==> config.mk <==
export PLATFORM = sky130hd
export DESIGN_NAME = rtc_read_sequencer_flat
export DESIGN_NICKNAME = d
export VERILOG_FILES = /design/src/rtl/rtc_read_sequencer_if.sv /design/src/rtl/rtc_read_sequencer.sv /design/src/flat_wrapper.sv
export SDC_FILE = /design/constraint.sdc
export NUM_CORES = 1
export LEC_CHECK = 0
export BUFFER_PORTS_ARGS = -buffer_cell sky130_fd_sc_hd__clkbuf_2
export CAP_MARGIN = 20
export CORE_AREA = 2 2 69 71
export CTS_CLUSTER_SIZE = 40
export DETAILED_ROUTE_END_ITERATION = 6
export DIE_AREA = 0 0 71 73
export PLACE_DENSITY = 0.74
export RECOVER_POWER = 100
export SYNTH_ARGS = -nofsm -noshare
export SYNTH_HDL_FRONTEND = slang
export SYNTH_SLANG_ARGS = --single-unit
==> constraint.sdc <==
create_clock -name clk -period 4.17 [get_ports clk]
set_input_delay 0.417 -clock clk [delete_from_list [all_inputs] [get_ports clk]]
set_output_delay 0.417 -clock clk [all_outputs]
set_load 0.005 [all_outputs]
==> src/rtl/rtc_read_sequencer_if.sv <==
// Read-request handshake between the sweep sequencer (master) and the RTC bus driver (slave).
interface rtc_read_sequencer_if;
    logic       req;
    logic [7:0] addr;
    logic       ack;

    modport master (output req, output addr, input ack);
    modport slave  (input req, input addr, output ack);
endinterface

==> src/rtl/rtc_read_sequencer.sv <==
// Periodic RTC register read sweep: one bus read per register, then its one-cycle capture strobe.
// Optional feature macro RTC_SEQ_TIMER_SWEEP_EN adds the three timer registers to every sweep.
module rtc_read_sequencer #(
    parameter logic [7:0] ADDR_CLK_BASE  = 8'h21,
    parameter logic [7:0] ADDR_TIM_BASE  = 8'h41,
    parameter int         REFRESH_CYCLES = 100_000_000,
    parameter int         TIMEOUT_CYCLES = 255
) (
    input  logic                 clk,
    input  logic                 reset,
    input  logic                 start,
    input  logic                 hold,
    rtc_read_sequencer_if.master bus,
    output logic                 en_seg,
    output logic                 en_min,
    output logic                 en_hora,
    output logic                 en_dia,
    output logic                 en_mes,
    output logic                 en_anio,
    output logic                 en_seg_tim,
    output logic                 en_min_tim,
    output logic                 en_hora_tim,
    output logic                 busy,
    output logic                 done,
    output logic                 error
);

`ifdef RTC_SEQ_TIMER_SWEEP_EN
    localparam int NREG = 9;
`else
    localparam int NREG = 6;
`endif
    localparam int RW = $clog2(REFRESH_CYCLES);
    localparam int TW = $clog2(TIMEOUT_CYCLES + 1);

    typedef enum logic [2:0] {IDLE, REQ, WAIT, STROBE, SKIP, DONE} state_t;

    state_t            state;
    state_t            state_nx;
    logic [3:0]        idx;
    logic [TW-1:0]     tcnt;
    logic [RW-1:0]     rcnt;
    logic              pending;
    logic              error_q;
    logic              wrap;
    logic              go;
    logic              tfire;
    logic              last;
    logic              req_int;
    logic [7:0]        cur_addr;
    logic [NREG-1:0]   en_vec;

    assign wrap  = (rcnt == RW'(REFRESH_CYCLES - 1));
    assign go    = (state == IDLE) && !hold && (pending || start || wrap);
    assign tfire = (tcnt == TW'(TIMEOUT_CYCLES - 1));
    assign last  = (idx == 4'(NREG - 1));

    // Clock/date registers sit at consecutive addresses, timer registers in a second block.
    always_comb begin
        cur_addr = ADDR_CLK_BASE + {4'd0, idx};
        if (idx >= 4'd6)
            cur_addr = ADDR_TIM_BASE + {4'd0, idx - 4'd6};
    end

    always_ff @(posedge clk) begin
        if (reset)
            state <= IDLE;
        else
            state <= state_nx;
    end

    always_comb begin
        state_nx = state;
        req_int  = 1'b0;
        busy     = 1'b0;
        done     = 1'b0;
        en_vec   = '0;
        case (state)
            IDLE: begin
                if (go)
                    state_nx = REQ;
            end
            REQ, WAIT: begin
                req_int = 1'b1;
                busy    = 1'b1;
                if (bus.ack)
                    state_nx = STROBE;
                else if (tfire)
                    state_nx = SKIP;
                else
                    state_nx = WAIT;
            end
            STROBE: begin
                busy     = 1'b1;
                en_vec   = NREG'(1) << idx;
                state_nx = last ? DONE : REQ;
            end
            SKIP: begin
                busy     = 1'b1;
                state_nx = last ? DONE : REQ;
            end
            DONE: begin
                done     = 1'b1;
                state_nx = IDLE;
            end
            default: state_nx = IDLE;
        endcase
    end

    // A start or refresh wrap arriving while busy or held is remembered as a single pending sweep.
    always_ff @(posedge clk) begin
        if (reset) begin
            idx     <= '0;
            tcnt    <= '0;
            rcnt    <= '0;
            pending <= 1'b0;
            error_q <= 1'b0;
        end else begin
            rcnt    <= wrap ? '0 : rcnt + RW'(1);
            pending <= go ? 1'b0 : (pending || start || wrap);
            if (state == REQ || state == WAIT)
                tcnt <= tcnt + TW'(1);
            else
                tcnt <= '0;
            if (state == IDLE)
                idx <= '0;
            else if (state == STROBE || state == SKIP)
                idx <= idx + 4'd1;
            if (go)
                error_q <= 1'b0;
            else if (state_nx == SKIP)
                error_q <= 1'b1;
        end
    end

    assign bus.req  = req_int;
    assign bus.addr = req_int ? cur_addr : 8'h00;
    assign error    = error_q;

    assign en_seg  = en_vec[0];
    assign en_min  = en_vec[1];
    assign en_hora = en_vec[2];
    assign en_dia  = en_vec[3];
    assign en_mes  = en_vec[4];
    assign en_anio = en_vec[5];
`ifdef RTC_SEQ_TIMER_SWEEP_EN
    assign en_seg_tim  = en_vec[6];
    assign en_min_tim  = en_vec[7];
    assign en_hora_tim = en_vec[8];
`else
    assign en_seg_tim  = 1'b0;
    assign en_min_tim  = 1'b0;
    assign en_hora_tim = 1'b0;
`endif

endmodule

==> src/flat_wrapper.sv <==
// flat-port wrapper written by rule: the top's interface ports become plain ports
module rtc_read_sequencer_flat 
#(
    parameter logic [7:0] ADDR_CLK_BASE  = 8'h21,
    parameter logic [7:0] ADDR_TIM_BASE  = 8'h41,
    parameter int         REFRESH_CYCLES = 100_000_000,
    parameter int         TIMEOUT_CYCLES = 255
)
  (clk, reset, start, hold, en_seg, en_min, en_hora, en_dia, en_mes, en_anio, en_seg_tim, en_min_tim, en_hora_tim, busy, done, error, bus_req, bus_addr, bus_ack);
  rtc_read_sequencer_if bus_i ();
  input  logic clk;
  input  logic reset;
  input  logic start;
  input  logic hold;
  output logic en_seg;
  output logic en_min;
  output logic en_hora;
  output logic en_dia;
  output logic en_mes;
  output logic en_anio;
  output logic en_seg_tim;
  output logic en_min_tim;
  output logic en_hora_tim;
  output logic busy;
  output logic done;
  output logic error;
  output wire logic [$bits(bus_i.req)-1:0] bus_req;
  output wire logic [$bits(bus_i.addr)-1:0] bus_addr;
  input wire logic [$bits(bus_i.ack)-1:0] bus_ack;
  assign bus_req = bus_i.req;
  assign bus_addr = bus_i.addr;
  assign bus_i.ack = bus_ack;
  rtc_read_sequencer #(.ADDR_CLK_BASE(ADDR_CLK_BASE), .ADDR_TIM_BASE(ADDR_TIM_BASE), .REFRESH_CYCLES(REFRESH_CYCLES), .TIMEOUT_CYCLES(TIMEOUT_CYCLES)) u_core (.clk(clk), .reset(reset), .start(start), .hold(hold), .bus(bus_i), .en_seg(en_seg), .en_min(en_min), .en_hora(en_hora), .en_dia(en_dia), .en_mes(en_mes), .en_anio(en_anio), .en_seg_tim(en_seg_tim), .en_min_tim(en_min_tim), .en_hora_tim(en_hora_tim), .busy(busy), .done(done), .error(error));
endmodule
## After elaboration in Yosys (flattened, before gate mapping)

Index checks and enable logic that the tools add are counted.

| word-level totals | value |
|---|---|
| RAM bits | 0 |
| word-level logic and storage cells | 50 |
| bits in read-only memories | 0 |
| memories | 0 |
| latch bits | 0 |
| register bits after elaboration | 44 |

| cells by class | value |
|---|---|
| magnitude comparators | 1 |
| divide/modulo/power cells | 0 |
| multipliers | 0 |
| reductions and logical operators | 15 |
| equal/unequal tests | 9 |
| $add $sub $neg | 6 |
| shifts and indexed selects | 1 |
| bitwise logic cells | 1 |
| mux-type cells | 11 |

Operators with widths:

| kind | number |
|---|---|
| adder 27 x 1 -> 27 bit (second input constant) | 1 |
| == test 27 bit (second input constant) | 1 |
| two-way mux 8 bit | 2 |
| two-way mux 3 bit | 4 |
| OR reduction 2 bit | 6 |
| == test 3 bit (second input constant) | 3 |
| case mux 3 bit (3 select lines) | 1 |
| adder 7 x 4 -> 8 bit (first input constant) | 1 |
| adder 8 x 1 -> 8 bit (second input constant) | 1 |
| == test 8 bit (second input constant) | 1 |
| adder 6 x 4 -> 7 bit (first input constant) | 1 |
| == test 3 x 2 -> 1 bit (second input constant) | 2 |
| two-way mux 6 bit | 1 |
| left shift 1 x 4 -> 6 bit (first input constant) | 1 |
| adder 4 x 1 -> 4 bit (second input constant) | 1 |
| == test 4 x 3 -> 1 bit (second input constant) | 1 |
| >= comparator 4 x 3 -> 1 bit (second input constant) | 1 |
| logical OR 1 bit | 4 |
| OR reduction 4 bit | 1 |
| subtractor 4 x 3 -> 4 bit (second input constant) | 1 |
| == test 3 x 1 -> 1 bit (second input constant) | 1 |
| zero test 3 bit | 1 |
| two-way mux 1 bit | 3 |
| logical AND 1 bit | 2 |
| 2 further kinds | 2 |

## Longest topological paths before layout

Gate-level depths: netlist of the first run.

| depth | value |
|---|---|
| word-level depth | 6 |
| depth in mapped cells | 7 |
| gate-level depth less buffers | 7 |

## Worst setup path before layout of the first run

Ideal clock, no wire load.

| timing | value |
|---|---|
| path type | flip-flop to output port |
| from | register u_core.idx[0] |
| to | output bus_addr[2] |
| buffers on the path | 0 |
| setup slack | 2.266 ns |
| required time | 3.753 ns |
| stages on the path, launching flop included | 8 |
| data arrival time | 1.487 ns |
| cell sequence | dfxtp_1 inv_1 ha_1 a211oi_1 a21oi_1 ha_1 xor2_1 nor2_1 |

| between the ends | value |
|---|---|
| cells in the longest elaborated chain, start to end | 4 |

Ends and longest elaborated chain:

| element | line | source |
|---|---|---|
| from (decl) | rtc_read_sequencer.sv:40 | `logic [3:0] idx;` |
| from (signal assigned) | rtc_read_sequencer.sv:128 | `idx <= idx + 4'd1;` |
| subtractor 4 x 3 -> 4 bit | rtc_read_sequencer.sv:62 | `cur_addr = ADDR_TIM_BASE + {4'd0, idx - 4'd6};` |
| adder 7 x 4 -> 8 bit | rtc_read_sequencer.sv:62 |  |
| two-way mux 8 bit * | rtc_read_sequencer.sv:61 | `if (idx >= 4'd6)` |
| two-way mux 8 bit * | rtc_read_sequencer.sv:137 | `assign bus.addr = req_int ? cur_addr : 8'h00;` |
| to (decl) | flat_wrapper.sv:28 | `output wire logic [$bits(bus_i.addr)-1:0] bus_addr;` |

Mark *: on every way between the ends. The rest lies on a longest branch, timed or not.

## Final worst setup path of the first run

| timing | value |
|---|---|
| from | register u_core.rcnt[0] |
| to | register u_core.rcnt[11] |

| between the ends | value |
|---|---|
| cells in the longest elaborated chain, start to end | 2 |

Ends and longest elaborated chain:

| element | line | source |
|---|---|---|
| from (decl) | rtc_read_sequencer.sv:42 | `logic [RW-1:0] rcnt;` |
| from (signal assigned) | rtc_read_sequencer.sv:119 | `rcnt <= wrap ? '0 : rcnt + RW'(1);` |
| parallel branches: the longest is 2 deep, another holds adder 27 x 1 -> 27 bit | n/a |  |

Several ways; the timed one is not identified.
A chain may end at the register's enable or synchronous reset.

==> summary.txt, run 1 <==
Clocking
  • Post-CTS Setup Inserts: 0
  • Worst-Skew Late Latency: 0.29 ns
  • CTS tree: yes
  • Root Driver: clkbuf_8
  • Sinks on Clock Net: 44
  • CTS clk-pin slew, worst paths: 0.07 ns
  • H-tree depth: 2
  • Hold_buf cts: 0
  • Post_cts resized: 0
  • TritonCTS Buffers: 5
  • Longest Clk Path Bufs: 2

Synthesis
  • Synth area leaders: dfxtp_1 37%, nor2_1 5.5%, ha_1 5.3%
  • Yosys top cell area share: 37.1%
  • Post-Syn Area: 2380 um2
  • Top_reg_cell synth: dfxtp_1
  • Top cell type by total area after synthesis: dfxtp_1
  • Synth cell types: 46
  • Avg Inst Size Synth: between 8 and 9 um2
  • Number of enable flip-flop cells after synthesis: 0
  • Synth Register Bits: 44
  • Post-synthesis sequential area ratio: 37.1%
  • Syn Inst Count: 279
  • Yosys Warn Count: 0
  • Async S/R FF share, synth: 0%

GRT
  • Vias in the first global route: 1805
  • All-Layer GR Usage: 18.8%
  • Overflow after GRT: 0
  • Initial antenna violation count: 0
  • First-pass GRT wire length: 7940 um
  • Largest net degree at the start of global routing: 23

Run status
  • Failing checks: capacitance limit, slew limit
  • Outcome: finished with violations

Timing
  • Post-route minimum period: 2.94 ns
  • Setup TNS: 0 ns
  • Max-slew headroom: -5.08%
  • Final Cycle Share: 70.5%
  • Final Setup Violations: 0
  • Slew @ Worst Pin: 1.57 ns
  • Layout Skew: 0.00666 ns
  • Pins Over Slew Limit: 23
  • Worst setup margin: around 1.2 ns
  • Highest Clock Rate: 340 MHz
  • RSZ-0062 raised after global routing: false
  • Hold Fails Final Rpt: 0

Place
  • Port bufs: 21
  • Final Wtd Congestion: just over 0.8
  • Final HPWL DP: about 3400 um
  • Placed cell area: between 2000 and 2500 um2
  • Setup WS pre-CTS: approximately 2.0 ns

Drt
  • Final wirelength: 4620 um
  • DRT antenna net count: 0
  • Routed WL per cell: ~13 um
  • DR iter-0 viols: 110
  • TritonRoute pass-1 iters: 4
  • Vias per cell: 5.72
  • Via count: around 2000
  • Residual DRC: 0

Worst setup path
  • Reg2reg path depth: 5
  • CP startpoint kind: flip-flop
  • Worst-path fanout max: 22
  • R2r setup slk: 1.23 ns
  • Crit path required time: ~4.3 ns
  • Reg2reg end: u_core.rcnt[11]$_SDFF_PP0_
  • CP Capture Type: flip-flop
  • Kind of critical path: reg2reg
  • Critical path data arrival time: 3.06 ns
  • Reg2Reg Launch Point: u_core.rcnt[0]$_SDFF_PP0_

Power and ir drop
  • Combinational share of power: 10.0%
  • Clk pwr share: 31.5%
  • Int Pwr: 564 uW
  • Reg power frac: 58.5%
  • PwrDens: 303 nW/um2
  • Psw: 190 uW
  • Max IR drop VDD: 0.205 mV
  • Leakage: just over 0.9 nW
  • Sw Share: 25.2%

Die
  • Die W: 71 um
  • Die ar.: 5180 um2
  • Initial core utilization: 52.4%
  • Top Ports: 26
  • Die Ht: 73 um
  • Area of the core: 4540 um2
  • Std-Cell Rows: 25

Cells and area
  • Share of layout cells above drive strength 1: under 10%
  • FF+latch area: slightly below 900 um2
  • # diodes: 0
  • Fill cells: 447
  • Post-layout net count: 308
  • Multi-input logic area: 1340 um2
  • Most common cell after layout, fill and taps aside: dfxtp_1
  • Finished Cell Area: 2490 um2
  • Area grow syn2layout: 4.90%
  • Most frequent cells in the layout: 44 x dfxtp_1, 35 x nor2_1, 19 x a21oi_1

Min path
  • Worst Hold Path EP: u_core.rcnt[0]$_SDFF_PP0_
  • HP Start: u_core.rcnt[0]$_SDFF_PP0_
  • Hold Path Class: reg2reg
  • Hold depth: 1

Job
  • Number of max-cap violations: 1
## power by group through the flow
stage / registers [mW] / logic [mW] / clock network (mW)
after global placement: 0.450 / 0.0770 / 0
final: 0.441 / 0.0757 / 0.237
after floorplan: 0.444 / 0.0615 / 0
after detailed placement: 0.451 / 0.0788 / 0
after global routing: 0.444 / 0.0861 / 0.258
after CTS: 0.441 / 0.0791 / 0.244
## flip-flops by register name, summed over array words and instances (netlist names)
signal          cells
u_core.pending      1
u_core.idx          4
u_core.rcnt        27
u_core.state        3
u_core.error        1
u_core.tcnt         8
## kinds of logic after synthesis
group                      synth area share, %
other                                    0.158
and+or+nand+nor                           30.5
buffers and inverters                     5.84
DFF                                       37.1
adders and majority gates                 5.27
xor gates and xnor gates                  7.74
AOI/OAI and AO/OA                         13.4
## final cells by class
| type | count | share of cell area (%) |
|---|---|---|
| multi-input combinational | 211 | 53.9 |
| sequential | 44 | 35.3 |
| timing repair buffer | 21 | 3.77 |
| clock buffer | 5 | 2.76 |
| tap | 54 | 2.71 |
| inverter | 10 | 1.51 |
## metrics by stage
stage / util (%) / hold slack [ns] / power, mW / cells
after CTS: 55.7 / 0.454 / 0.764 / 345
after floorplan: - / 0.413 / 0.505 / 282
after global routing: 55.0 / 0.481 / 0.787 / 345
after detailed placement: 54.2 / 0.436 / 0.530 / 340
after global placement: 54.2 / 0.421 / 0.527 / 340
final: 55.0 / 0.452 / 0.754 / 345
## worst max path at each step
stage,from,slack (ns),to
after CTS,u_core.idx[0]$_SDFFE_PP0N_,1.70,bus_addr[2]
after global placement,u_core.idx[0]$_SDFFE_PP0N_,2.02,bus_addr[2]
after global routing,u_core.rcnt[0]$_SDFF_PP0_,0.83,u_core.rcnt[9]$_SDFF_PP0_
final,u_core.rcnt[0]$_SDFF_PP0_,1.23,u_core.rcnt[11]$_SDFF_PP0_
after floorplan,u_core.idx[0]$_SDFFE_PP0N_,2.27,bus_addr[2]
after detailed placement,u_core.rcnt[0]$_SDFF_PP0_,1.95,u_core.rcnt[7]$_SDFF_PP0_
## synth_stat cells (2+ instances only)
cell type and n:
nand2b_1 3, and3_1 9, o21ai_0 11, nor4_1 2, dfxtp_1 44, nor2_1 35, xor2_1 12, ha_1 10
or3_1 8, nand2_1 12, a21oi_1 19, nand4b_1 2, nand4_4 2, nor3b_1 2, buf_2 5, buf_4 5
nand3_1 11, clkbuf_1 4, and2_1 3, or4_1 4, o31ai_1 6, or3_2 2, and4_1 6, nor3_1 6
or2_2 2, xnor2_1 9, nand4_1 11, a211oi_1 6, inv_1 9, and3b_1 3
## layer usage
metal	GRT usage [%]	up-vias	wire length, um
met5	0	-	0
met4	6.71	0	70
met3	3.87	9	128
met2	30.6	27	2150
met1	24.9	921	2270
li1	-	1016	-
## critical path: stages, from the launching register on
cell and delay, ns:
dfxtp_1 0.36, ha_1 0.18, and2_0 0.40, nand4_1 0.36
o31ai_2 1.34, nor2_1 0.12
(Power assumes the default switching activity.)
==> inputs of run 2 (changes only) <==
ABC_AREA = 1   (was not set)
CORE_AREA = 2 2 72 74   (was 2 2 69 71)
DIE_AREA = 0 0 74 76   (was 0 0 71 73)
clock period = 2.6 ns   (was 4.17 ns; I/O delays follow)
==> run 2 against run 1 <==
Against the previous run: the run now ends clean; critical path depth rose by 7; register-to-register slack got worse by 0.88 ns; non-clock buffer count did not move; utilization rose by 0.88 points; largest cell class unchanged; highest routed layer unchanged.
==> summary.txt, run 2 <==
Timing
  • Worst setup margin: 0.324 ns (was 1.23 ns)
  • Final Hold Slack: 0.195 ns (was 0.452 ns)
  • Max-slew headroom: 51.5% (was -5.08%)
  • Highest Clock Rate: ~440 MHz
  • Final Cycle Share: 87.5%
  • Setup TNS: 0 ns (unchanged)
  • Pins Over Slew Limit: 0 (was 23)
  • Slew @ Worst Pin: 0.719 ns (was 1.57 ns)
  • RSZ-0062 raised after global routing: false (unchanged)
  • Layout Skew: 0.00766 ns (was 0.00666 ns)
  • Hold Fails Final Rpt: 0 (unchanged)
  • Post-route minimum period: 2.28 ns
  • Final Setup Violations: 0 (unchanged)

Place
  • Final Wtd Congestion: 0.862 (was 0.809)
  • Setup WS pre-CTS: 0.565 ns (was 1.95 ns)
  • Final HPWL DP: 3920 um (was 3380 um)
  • Port bufs: 21 (unchanged)
  • Placed cell area: 2650 um2 (was 2460 um2)

Die
  • Top Ports: 26 (unchanged)
  • Die Ht: 76 um (was 73 um)
  • Die ar.: 5620 um2 (was 5180 um2)
  • Std-Cell Rows: 26 (was 25)
  • Area of the core: 4910 um2 (was 4540 um2)
  • Initial core utilization: 51.1% (was 52.4%)
  • Die W: 74 um (was 71 um)

Worst setup path
  • CP startpoint kind: flip-flop (unchanged)
  • Critical path data arrival time: 2.02 ns (was 3.06 ns)
  • CP startpoint: u_core.idx[0]$_SDFFE_PP0N_ (was u_core.rcnt[0]$_SDFF_PP0_)
  • Crit path required time: 2.34 ns (was 4.29 ns)
  • CP Capture Type: output port (was flip-flop)
  • Worst-path fanout max: 6 (was 22)
  • Kind of critical path: reg2out (was reg2reg)
  • Reg2Reg Launch Point: u_core.rcnt[0]$_SDFF_PP0_ (unchanged)

Clocking
  • Worst-Skew Late Latency: 0.30 ns (was 0.29 ns)
  • Longest Clk Path Bufs: 2 (unchanged)
  • Post-CTS Setup Inserts: 0 (unchanged)
  • Sinks on Clock Net: 44 (unchanged)
  • TritonCTS Buffers: 5 (unchanged)
  • H-tree depth: 2 (unchanged)
  • Root Driver: clkbuf_8 (unchanged)
  • CTS tree: yes (unchanged)
  • CTS clk-pin slew, worst paths: 0.09 ns (was 0.07 ns)

GRT
  • Largest net degree at the start of global routing: 28 (was 23)
  • Vias in the first global route: 2095 (was 1805)
  • All-Layer GR Usage: 19.7% (was 18.8%)
  • Initial antenna violation count: 0 (unchanged)
  • Overflow after GRT: 0 (unchanged)
  • First-pass GRT wire length: 8930 um (was 7940 um)

Drt
  • Final wirelength: 5100 um (was 4620 um)
  • TritonRoute pass-1 iters: 4 (unchanged)
  • Routed WL per cell: 10.8 um (was 13.4 um)
  • Vias per cell: 4.88 (was 5.72)
  • DRT antenna net count: 0 (unchanged)
  • Residual DRC: 0 (unchanged)
  • DR iter-0 viols: 90 (was 110)
  • Via count: 2297 (was 1973)

Cells and area
  • Most frequent cells in the layout: 89 x nand2_1, 70 x nor2_1, 48 x inv_1 (was 44 x dfxtp_1, 35 x nor2_1, 19 x a21oi_1)
  • Max FFs per register: 27 (unchanged)
  • Finished Cell Area: 2740 um2 (was 2490 um2)
  • Post-layout net count: 415 (was 308)
  • Share of layout cells above drive strength 1: 8.98% (was 8.59%)
  • Most common cell after layout, fill and taps aside: nand2_1 (was dfxtp_1)
  • Fin util: 55.8% (was 55.0%)
  • # diodes: 0 (unchanged)
  • Fill cells: 481 (was 447)
  • Largest regs: u_core.rcnt x27, u_core.tcnt x8, u_core.idx x4 (unchanged)
  • Reg with most FFs: u_core.rcnt (unchanged)
  • Area grow syn2layout: 9.33% (was 4.90%)

Run status
  • Outcome: finished clean (was finished with violations)

Synthesis
  • Post-Syn Area: 2510 um2 (was 2380 um2)
  • Top_reg_cell synth: dfxtp_1 (unchanged)
  • Yosys top cell area share: 35.1% (was 37.1%)
  • Synth cell types: 30 (was 46)
  • Avg Inst Size Synth: 6.67 um2 (was 8.52 um2)
  • Number of enable flip-flop cells after synthesis: 0 (unchanged)
  • Post-synth top cells: 89 x nand2_1, 68 x nor2_1, 46 x inv_1 (was 44 x dfxtp_1, 35 x nor2_1, 19 x a21oi_1)
  • Post-synthesis sequential area ratio: 35.1% (was 37.1%)
  • Synth Register Bits: 44 (unchanged)
  • Synth area leaders: dfxtp_1 35%, nand2_1 13%, nor2_1 10% (was dfxtp_1 37%, nor2_1 5.5%, ha_1 5.3%)
  • Yosys Warn Count: 0 (unchanged)
  • Top cell type by total area after synthesis: dfxtp_1 (unchanged)
  • Async S/R FF share, synth: 0% (unchanged)
  • Count leader, synth: nand2_1 (was dfxtp_1)
  • Syn Inst Count: 376 (was 279)

Power and ir drop
  • PwrDens: 489 nW/um2 (was 303 nW/um2)
  • Leakage: 1.02 nW (was 0.910 nW)
  • Max IR drop VDD: 0.413 mV (was 0.205 mV)

Min path
  • HP Start: reset (was u_core.rcnt[0]$_SDFF_PP0_)
  • Hold Path Class: in2reg (was reg2reg)

Job
  • Number of max-cap violations: 0 (was 1)
[run 2: cell types whose count changed after synthesis, sizes merged, moves of 6 or more]
| cell | previous run | this run |
|---|---|---|
| xor2 | 12 | 6 |
| and3 | 9 | 0 |
| nor3 | 6 | 18 |
| nand2 | 12 | 94 |
| clkbuf | 6 | 0 |
| or3 | 10 | 0 |
| nor2 | 35 | 73 |
| and4 | 6 | 0 |
| nand4 | 13 | 7 |
| o31ai | 7 | 0 |
| nand3 | 11 | 21 |
| inv | 9 | 48 |
[run 2: power by group]
group          internal [mW]  total [mW]  switching [mW]  leakage [nW]
clock                  0.314       0.548           0.233        0.0614
sequential             0.686       0.698          0.0120         0.356
combinational         0.0311      0.0952          0.0641         0.601
[run 2: worst max-delay path, stage by stage, from the launching register on]
cell      delay, ns
dfxtp_2        0.39
inv_1          0.11
ha_1           0.20
inv_1          0.06
nand3_1        0.09
nand2_1        0.13
inv_1          0.07
nand2_1        0.05
o21ai_0        0.08
ha_1           0.21
o21ai_0        0.16
a21oi_1        0.06
clkbuf_2       0.11
[run 2: routing by layer]
layer	vias to the layer above	routed length (um)	global-route usage (%)
li1	1232	-	-
met1	1014	2480	25.3
met2	46	2400	33.2
met3	5	180	4.37
met4	0	43	4.73
met5	-	0	0
[run 2: kinds of logic after synthesis]
| kind of cell | after synthesis | synth area share, % |
|---|---|---|
| compound gates | 37 | 7.88 |
| xor+xnor | 12 | 4.19 |
| fa+ha+maj | 10 | 4.99 |
| buf+inv | 55 | 9.73 |
| flops | 44 | 35.1 |
| other cells | 1 | 0.149 |
| simple gates | 217 | 38.0 |
[run 2: final timing paths]
path         slack [ns]  cells after the start                         end
max                0.32                     12                 bus_addr[2]
min reg2reg        0.47                      1   u_core.tcnt[0]$_SDFF_PP0_
min                0.20                      2  u_core.state[0]$_SDFF_PP0_
max reg2reg        0.35                      8  u_core.rcnt[12]$_SDFF_PP0_
[run 2: stage by stage]
step	power [mW]	cells
global route	1.40	471
finish	1.34	471
global placement	0.811	463
detailed placement	0.812	463
floorplan	0.793	379
CTS	1.36	471
[run 2: final cells by class]
type | instances | area, um2 | area share [%]
Clock buffer | 6 | 82.6 | 3.01
Sequential cell | 44 | 882 | 32.2
Multi-Input combinational cell | 280 | 1370 | 50.0
Inverter | 48 | 180 | 6.57
Clock inverter | 2 | 38.8 | 1.41
Tap cell | 70 | 87.6 | 3.19
Timing Repair Buffer | 21 | 100 | 3.65
[run 2: timing repair]
item	4_1_cts	5_1_grt
setup endpoints to repair	0	1
hold buffers	0	0
gates resized for setup	0	1
==> inputs of run 3 (changes only) <==
CORE_AREA = 2 2 71 73   (was 2 2 72 74)
DIE_AREA = 0 0 73 75   (was 0 0 74 76)
PLACE_DENSITY = 0.73   (was 0.74)
clock period = 2.7 ns   (was 2.6 ns; I/O delays follow)
==> run 3 against run 2 <==
Against the previous run: sequential power down 3.7%; die area decreased by 2.6%; cell count shrank 3.4%; total power is 5.3% lower; non-clock buffer count stayed put; routed wire length fell by 3.5%; via count fell by 1.1%; first-iteration DRC count increased by 28%.
==> summary.txt, run 3 (same netlist as run 2, synthesis figures left out) <==
Timing
  • Pins Over Slew Limit: 0 (unchanged)
  • Max-slew headroom: 50.3% (was 51.5%)
  • Worst setup margin: 0.323 ns (was 0.324 ns)
  • Final Setup Violations: 0 (unchanged)
  • Post-route minimum period: 2.38 ns
  • Final Cycle Share: between 80% and 90%
  • Final Hold Slack: 0.204 ns (was 0.195 ns)
  • RSZ-0062 raised after global routing: false (unchanged)
  • Hold Fails Final Rpt: 0 (unchanged)
  • Slew @ Worst Pin: 0.738 ns (was 0.719 ns)
  • Highest Clock Rate: 421 MHz
  • Setup TNS: 0 ns (unchanged)
  • Layout Skew: 0.00793 ns (was 0.00766 ns)

Clocking
  • Hold_buf cts: 0 (unchanged)
  • Post-CTS Setup Inserts: 0 (unchanged)
  • Longest Clk Path Bufs: 2 (unchanged)
  • Root Driver: clkbuf_8 (unchanged)
  • TritonCTS Buffers: 5 (unchanged)
  • H-tree depth: 2 (unchanged)
  • CTS clk-pin slew, worst paths: 0.08 ns (was 0.09 ns)
  • Sinks on Clock Net: 44 (unchanged)
  • CTS tree: yes (unchanged)
  • Worst-Skew Late Latency: 0.30 ns (about the same)
  • Post_cts resized: 0 (unchanged)

Place
  • Setup WS pre-CTS: 0.632 ns (was 0.565 ns)
  • Cells after DPL: 447 (was 463)
  • Final HPWL DP: 3940 um (was 3920 um)
  • Final Wtd Congestion: 0.878 (was 0.862)
  • Port bufs: 21 (unchanged)

Worst setup path
  • Crit path buffers/inverters: 4 (unchanged)
  • Critical path data arrival time: 2.11 ns (was 2.02 ns)
  • R2r setup slk: 0.48 ns (was 0.35 ns)
  • Kind of critical path: reg2out (unchanged)
  • Reg2reg path depth: 8 (unchanged)
  • CP startpoint kind: flip-flop (unchanged)
  • Stages on worst setup path: 12 (unchanged)
  • CP Cell Sequence: inv_1, ha_1, inv_1, nand3_1, nand2_1, inv_1, nand2_1, o21ai_0, ha_1, o21ai_0, a21oi_1, clkbuf_1 (was inv_1, ha_1, inv_1, nand3_1, nand2_1, inv_1, nand2_1, o21ai_0, ha_1, o21ai_0, a21oi_1, clkbuf_2)
  • Delay-heaviest family, CP: flip-flops (was adder cells)
  • Slowest stage delay, CP: 0.44 ns (was 0.39 ns)
  • Most used cell, CP: inv_1 (unchanged)
  • CP Capture Type: output port (unchanged)
  • Worst-path fanout max: 6 (unchanged)
  • CP max stage cell: dfxtp_1 (was dfxtp_2)
  • Crit path required time: 2.43 ns (was 2.34 ns)

Die
  • Top Ports: 26 (unchanged)
  • Area of the core: 4660 um2 (was 4910 um2)
  • Die ar.: 5480 um2 (was 5620 um2)
  • Initial core utilization: 53.8% (was 51.1%)
  • Die W: 73 um (was 74 um)
  • Std-Cell Rows: 25 (was 26)
  • Die Ht: 75 um (was 76 um)

Drt
  • Vias per cell: 4.99 (was 4.88)
  • Final wirelength: 4920 um (was 5100 um)
  • Routed WL per cell: 10.8 um (about the same)
  • Residual DRC: 0 (unchanged)
  • Via count: 2271 (was 2297)
  • TritonRoute pass-1 iters: 5 (was 4)
  • DR iter-0 viols: 115 (was 90)
  • DRT antenna net count: 0 (unchanged)

Min path
  • Hold depth: 2 (unchanged)
  • Hold Path Class: in2reg (unchanged)

GRT
  • Overflow after GRT: 0 (unchanged)
  • All-Layer GR Usage: 19.6% (was 19.7%)
  • First-pass GRT wire length: 8360 um (was 8930 um)
  • Vias in the first global route: 1959 (was 2095)
  • Largest net degree at the start of global routing: 28 (unchanged)
  • Initial antenna violation count: 0 (unchanged)

Power and ir drop
  • Int Pwr: 966 uW (was 1.03 mW)
  • Max IR drop VDD: 0.393 mV (was 0.413 mV)
  • Clk pwr share: 40.1% (was 40.9%)
  • Leakage: 0.980 nW (was 1.02 nW)
  • Reg power frac: 52.9% (was 52.0%)
  • Sw Share: 23.9% (was 23.1%)
  • PwrDens: 469 nW/um2 (was 489 nW/um2)
  • Combinational share of power: 7.0% (was 7.1%)
  • Psw: 303 uW (was 310 uW)

Run status
  • Outcome: finished clean (unchanged)

Cells and area
  • Multi-input logic area: 1370 um2 (about the same)
  • FF+latch area: 881 um2 (was 882 um2)
  • Largest regs: u_core.rcnt x27, u_core.tcnt x8, u_core.idx x4 (unchanged)
  • Max FFs per register: 27 (unchanged)
  • Area grow syn2layout: 7.83% (was 9.33%)
  • # diodes: 0 (unchanged)
  • Fill cells: 466 (was 481)
  • Post-layout net count: 415 (unchanged)
  • Most frequent cells in the layout: 90 x nand2_1, 70 x nor2_1, 48 x inv_1 (was 89 x nand2_1, 70 x nor2_1, 48 x inv_1)
  • Most common cell after layout, fill and taps aside: nand2_1 (unchanged)
  • Finished Layout Cells: 455 (was 471)
  • Reg with most FFs: u_core.rcnt (unchanged)
  • Share of layout cells above drive strength 1: 6.23% (was 8.98%)

Job
  • Number of max-cap violations: 0 (unchanged)
-- run 3: metrics by stage --
step	area (um2)	power, mW	utilization [%]
2_1_floorplan	2520	0.763	-
3_3_place_gp	2630	0.781	56.4
3_5_place_dp	2630	0.782	56.4
4_1_cts	2750	1.29	58.9
5_1_grt	2710	1.33	58.0
6_report	2710	1.27	58.0
-- run 3: cell type report --
class / count / share of cell area (%)
timing repair buffer: 21 / 3.24
sequential: 44 / 32.6
multi-input combinational: 280 / 50.7
clock buffer: 5 / 2.54
inverter: 48 / 6.66
clock inverter: 3 / 1.76
tap: 54 / 2.50
-- run 3: path summary, 6_finish.rpt --
kind                                                 start                    endpoint
worst max-delay path            u_core.idx[0]$_SDFFE_PP0N_                 bus_addr[2]
worst min register to register   u_core.tcnt[0]$_SDFF_PP0_   u_core.tcnt[0]$_SDFF_PP0_
worst min-delay path                                 reset  u_core.state[0]$_SDFF_PP0_
worst max register to register   u_core.rcnt[0]$_SDFF_PP0_  u_core.rcnt[12]$_SDFF_PP0_
-- run 3: metal layers --
metal | GRT usage (%) | vias up | wire length [um]
met5 | 0 | - | 0
met4 | 6.79 | 0 | 54
met3 | 3.21 | 7 | 209
met2 | 30.5 | 41 | 2220
met1 | 27.7 | 995 | 2440
li1 | - | 1228 | -
-- run 3: power groups by stage --
stage	clock (mW)	sequential (mW)	combinational (mW)
2_1_floorplan	0	0.685	0.0788
3_3_place_gp	0	0.687	0.0948
3_5_place_dp	0	0.688	0.0949
4_1_cts	0.523	0.672	0.0955
5_1_grt	0.554	0.674	0.105
6_report	0.509	0.672	0.0887
